[config.mk]
export PLATFORM = sky130hd
export DESIGN_NAME = alu_registers
export DESIGN_NICKNAME = d
export VERILOG_FILES = /design/src/rtl/alu_registers.sv
export SDC_FILE = /design/constraint.sdc
export NUM_CORES = 1
export LEC_CHECK = 0
export CORE_MARGIN = 3
export CORE_UTILIZATION = 52
export DETAILED_ROUTE_END_ITERATION = 6
export PLACE_DENSITY = 0.79
export SYNTH_ARGS = -nofsm -noshare
export SYNTH_HDL_FRONTEND = slang
export SYNTH_SLANG_ARGS = --single-unit
[constraint.sdc]
create_clock -name clk -period 4.8 [get_ports clk]
set_input_delay 0.48 -clock clk [delete_from_list [all_inputs] [get_ports clk]]
set_output_delay 0.48 -clock clk [all_outputs]
set_load 0.03 [all_outputs]
[src/rtl/alu_registers.sv]
// alu_registers: 16 x 8-bit register file (2 write ports, 2 read ports) feeding a combinational ALU.
// Latency: writes land on the rising clk edge; reads and ALU results are combinational (0 cycles).
// Backpressure: none; every write strobe is accepted on the edge it is presented.
//
// Optional feature macro: REGFILE_BYPASS_EN
//   defined   -> read ports forward same-cycle write data (port 1 has priority)
//   undefined -> read ports return stored contents only
//
// Ports:
//   clk, rst                     rising-edge clock, synchronous active-high reset (clears all registers)
//   write0/dstreg0/dstval0       write port 0 (enable, index, data)
//   write1/dstreg1/dstval1       write port 1 (enable, index, data); wins over port 0 on same index
//   argreg0/argreg1              read indices, also ALU operands A and B
//   argval0/argval1              read data
//   argval                       {argval1, argval0}, 16-bit address form (e.g. PC = {r15, r14})
//   alu_en/alu_fn                opcode bit 15 / bits 14:12
//   alu_y/alu_carry              ALU result and carry/flag
module alu_registers #(
    parameter int WIDTH_WORD = 8,
    parameter int WIDTH_SEG  = 4
) (
    input  logic                    clk,
    input  logic                    rst,
    input  logic                    write0,
    input  logic [WIDTH_SEG-1:0]    dstreg0,
    input  logic [WIDTH_WORD-1:0]   dstval0,
    input  logic                    write1,
    input  logic [WIDTH_SEG-1:0]    dstreg1,
    input  logic [WIDTH_WORD-1:0]   dstval1,
    input  logic [WIDTH_SEG-1:0]    argreg0,
    input  logic [WIDTH_SEG-1:0]    argreg1,
    output logic [WIDTH_WORD-1:0]   argval0,
    output logic [WIDTH_WORD-1:0]   argval1,
    output logic [2*WIDTH_WORD-1:0] argval,
    input  logic                    alu_en,
    input  logic [2:0]              alu_fn,
    output logic [WIDTH_WORD-1:0]   alu_y,
    output logic                    alu_carry
);

    localparam int NREG = 2 ** WIDTH_SEG;

    typedef enum logic [2:0] {
        FN_ADD = 3'b000,
        FN_SUB = 3'b001,
        FN_AND = 3'b010,
        FN_OR  = 3'b011,
        FN_NOT = 3'b100,
        FN_MV  = 3'b101,
        FN_LT  = 3'b110,
        FN_EQ  = 3'b111
    } alu_fn_t;

    logic [WIDTH_WORD-1:0] regs [NREG];

    // ------------------------------------------------------------------
    // Register file storage. Port 1 is assigned after port 0 so that it
    // takes precedence when both ports target the same register.
    // ------------------------------------------------------------------
    always_ff @(posedge clk) begin
        if (rst) begin
            for (int i = 0; i < NREG; i++) begin
                regs[i] <= '0;
            end
        end else begin
            if (write0) begin
                regs[dstreg0] <= dstval0;
            end
            if (write1) begin
                regs[dstreg1] <= dstval1;
            end
        end
    end

    // ------------------------------------------------------------------
    // Read ports
    // ------------------------------------------------------------------
    logic [WIDTH_WORD-1:0] rd0;
    logic [WIDTH_WORD-1:0] rd1;

`ifdef REGFILE_BYPASS_EN
    // Forwarding is suppressed during reset: the write is discarded at the
    // edge, so the read ports show stored contents just like the plain build.
    logic fwd0_p0;
    logic fwd0_p1;
    logic fwd1_p0;
    logic fwd1_p1;

    assign fwd0_p0 = !rst && write0 && (dstreg0 == argreg0);
    assign fwd0_p1 = !rst && write1 && (dstreg1 == argreg0);
    assign fwd1_p0 = !rst && write0 && (dstreg0 == argreg1);
    assign fwd1_p1 = !rst && write1 && (dstreg1 == argreg1);

    always_comb begin
        rd0 = regs[argreg0];
        if (fwd0_p1) begin
            rd0 = dstval1;
        end else if (fwd0_p0) begin
            rd0 = dstval0;
        end
    end

    always_comb begin
        rd1 = regs[argreg1];
        if (fwd1_p1) begin
            rd1 = dstval1;
        end else if (fwd1_p0) begin
            rd1 = dstval0;
        end
    end
`else
    assign rd0 = regs[argreg0];
    assign rd1 = regs[argreg1];
`endif

    assign argval0 = rd0;
    assign argval1 = rd1;
    assign argval  = {rd1, rd0};

    // ------------------------------------------------------------------
    // ALU. Sum and difference are computed one bit wider so the top bit
    // is the carry-out (ADD) or the borrow (SUB).
    // ------------------------------------------------------------------
    logic [WIDTH_WORD:0] sum_ext;
    logic [WIDTH_WORD:0] diff_ext;

    assign sum_ext  = {1'b0, rd0} + {1'b0, rd1};
    assign diff_ext = {1'b0, rd0} - {1'b0, rd1};

    always_comb begin
        alu_y     = '0;
        alu_carry = 1'b0;
        if (alu_en) begin
            case (alu_fn_t'(alu_fn))
                FN_ADD: begin
                    alu_y     = sum_ext[WIDTH_WORD-1:0];
                    alu_carry = sum_ext[WIDTH_WORD];
                end
                FN_SUB: begin
                    alu_y     = diff_ext[WIDTH_WORD-1:0];
                    alu_carry = diff_ext[WIDTH_WORD];
                end
                FN_AND: alu_y = rd0 & rd1;
                FN_OR:  alu_y = rd0 | rd1;
                FN_NOT: alu_y = ~rd0;
                FN_MV:  alu_y = rd0;
                // The borrow of A-B is exactly the unsigned A<B flag.
                FN_LT:  alu_carry = diff_ext[WIDTH_WORD];
                FN_EQ:  alu_carry = (rd0 == rd1);
                default: begin
                    alu_y     = '0;
                    alu_carry = 1'b0;
                end
            endcase
        end
    end

endmodule

==> summary.txt <==
Setup path
  – Crit path launch type: input port
  – CP required: about 4.3 ns
  – Setup CP Type: in2out
  – Worst Path Max Fanout: 32
  – Critical path capture point type: output pin
  – CP arrival: roughly 4.1 ns

Drt
  – First-pass DRT Iterations: 5
  – Overall routed net length: about 29000 um
  – DRC Markers: 0
  – Via count: 7086
  – DRT iter0 DRCs: 1118
  – Final ANT Viol Nets: 0
  – WL/cell: slightly above 30 um
  – Vias per cell: about 7.4

Power and ir drop
  – Total power: between 3 and 4 mW
  – PD cells: between 300 and 400 mW/mm2
  – Leakage: ~3.8 nW
  – Worst VDD drop: roughly 250 uV

Timing
  – Pins over their slew limit: 0
  – Fmax: between 200 and 250 MHz
  – Relative slew slack: between 10 and 15%
  – Tcrit/Tclk final: around 96%
  – RSZ-0062 raised after global routing: false
  – Worst slew pin tran: about 1.3 ns
  – Final WS setup: ~0.18 ns
  – Final setup viols: 0
  – Total negative slack: 0 ns
  – Min Tclk post-route: 4.62 ns
  – Hold Violations, Final: 0

GRT
  – Vias in the first global route: around 7000
  – All-layer global routing usage: roughly a third
  – Largest net degree at the start of global routing: 33
  – Global-route wire length before repair: roughly 43000 um
  – Initial antenna violation count: 1
  – GRT Residual Overflow: 0

Yosys
  – Leading post-synthesis cells by cell area: edfxtp_1 43%, mux4_2 16%, a22o_1 12%
  – Share of the yosys chip area belonging to registers: 42.6%
  – Cell count after synthesis: just under 700
  – Synth Warn #: 0
  – Largest area contributor in the netlist: edfxtp_1
  – Yosys cell types: 55
  – Post-Syn Area: approximately 0.009 mm2
  – Fraction of registers with async set/reset: 0%
  – EDFF count, synth: 128
  – Commonest register cell after synthesis: edfxtp_1
  – Mean post-synth cell area: 13.0 um2
  – Top cell type's share of synthesized area: between 40% and 50%
  – Flops & latches, synth: 128
  – Syn_nets: approximately 760
  – Top post-synthesis cells by count: 128 x a22o_1, 128 x edfxtp_1, 65 x mux4_2

Die
  – Row Count: 47
  – Core Box Area: approximately 0.017 mm2
  – Die area: 0.0190 mm2
  – Die height: approximately 140 um
  – Initial core utilization: between 50% and 60%
  – I/O pin count: about 80
  – Die X: approximately 140 um

Placement
  – Post-DP HPWL: ~20000 um
  – Pre-CTS setup slack: 0.112 ns
  – DP Area: about 0.0098 mm2
  – Buffers added on ports: 80
  – Routability cong.: 0.951

Cells and area
  – Max reg flops: roughly 130
  – Biggest regs: regs: 128 flops
  – Share of cells above drive strength 1: between 20% and 30%
  – ANT cells: 0
  – Register with the highest flop count: regs
  – Design area: 0.0104 mm2
  – Nets: around 800
  – Area grow syn2layout: 15.8%
  – Final Util: between 60% and 70%

CTS
  – Root Driver: clkbuf_16
  – CTS Buf Count: 17
  – Num Clock Sinks: around 130
  – Reg clk slew, reported paths: 0.06 ns
  – Post-CTS setup buffer count: 0
  – Worst-case clock buffer depth: 2
  – TritonCTS clock tree: done
  – H-tree depth: 4

Min path
  – Hold Path Depth: 2
  – HP Class: in2reg

Outcome
  – Outcome: finished, final reports clean

Flow run
  – # Max-Cap Violations: 0
-- per-layer routing --
metal	track usage (%)	wire, um
met5	0	15
met4	15.1	1640
met3	8.91	4160
met2	51.1	13800
met1	39.1	9630
-- path summary, 6_finish.rpt --
path / from / slack, ns / to
worst max-delay path: argreg1[1] / 0.18 / alu_y[7]
worst min-delay path: dstval0[1] / 1.26 / regs[0][1]
-- final cells by class --
cell class                      count  area, um2
Fill cell                        1194       6310
Multi-Input combinational cell    452       4650
Sequential cell                   128       3840
Timing Repair Buffer               99        988
Clock buffer                       17        425
Tap cell                          220        275
Clock inverter                     15        185
Inverter                           21       78.8
-- through the flow --
stage | hold WS, ns | cells
after global routing | 1.26 | 952
final | 1.26 | 952
after detailed placement | 1.65 | 919
after CTS | 1.23 | 951
after global placement | 1.65 | 919
after floorplan | 0.917 | 693
-- power by group --
group | leakage [nW] | total (mW) | switching (mW) | internal [mW]
Sequential | 1.23 | 1.36 | 0.0481 | 1.31
Clock | 0.295 | 1.34 | 0.520 | 0.823
Combinational | 2.24 | 0.982 | 0.567 | 0.415
-- logic make-up (layout without fill, tap and decap cells) --
| family | Yosys count | count (layout) | share of synthesized area (%) |
|---|---|---|---|
| xor gates and xnor gates | 6 | 6 | 0.582 |
| muxes | 91 | 91 | 21.3 |
| adders and majority gates | 28 | 28 | 4.05 |
| and+or+nand+nor | 140 | 140 | 8.80 |
| DFF | 128 | 128 | 42.6 |
| AOI/OAI and AO/OA | 187 | 187 | 16.7 |
| buffers and inverters | 113 | 152 | 5.95 |
-- worst max-delay path, stage by stage --
cell and delay [ns]:
clkdlybuf4s50_1 0.50, buf_12 0.24, mux4_2 0.38, mux4_2 0.54
inv_1 0.11, ha_1 0.32, and3_1 0.22, a2111o_1 0.45
o31ai_1 0.26, xnor2_1 0.16, nand3b_1 0.10, a31oi_1 0.16
buf_4 0.19
-- cell usage in the layout (no fill, tap or decap), types with 12 or more instances in the layout --
| cell type | instances |
|---|---|
| a22o_1 | 128 |
| clkbuf_16 | 18 |
| nor2_1 | 34 |
| mux4_2 | 65 |
| clkdlybuf4s50_1 | 69 |
| buf_4 | 21 |
| ha_1 | 26 |
| nand2_1 | 22 |
| or3_1 | 16 |
| o21ai_0 | 17 |
| edfxtp_1 | 128 |
| mux4_1 | 12 |
| inv_1 | 20 |
| mux2i_1 | 12 |
-- what timing repair did --
action	in CTS	in global routing
endpoints found under the setup margin	0	4
gates resized for setup	0	3
hold buffers	0	0
(Power assumes the default switching activity.)
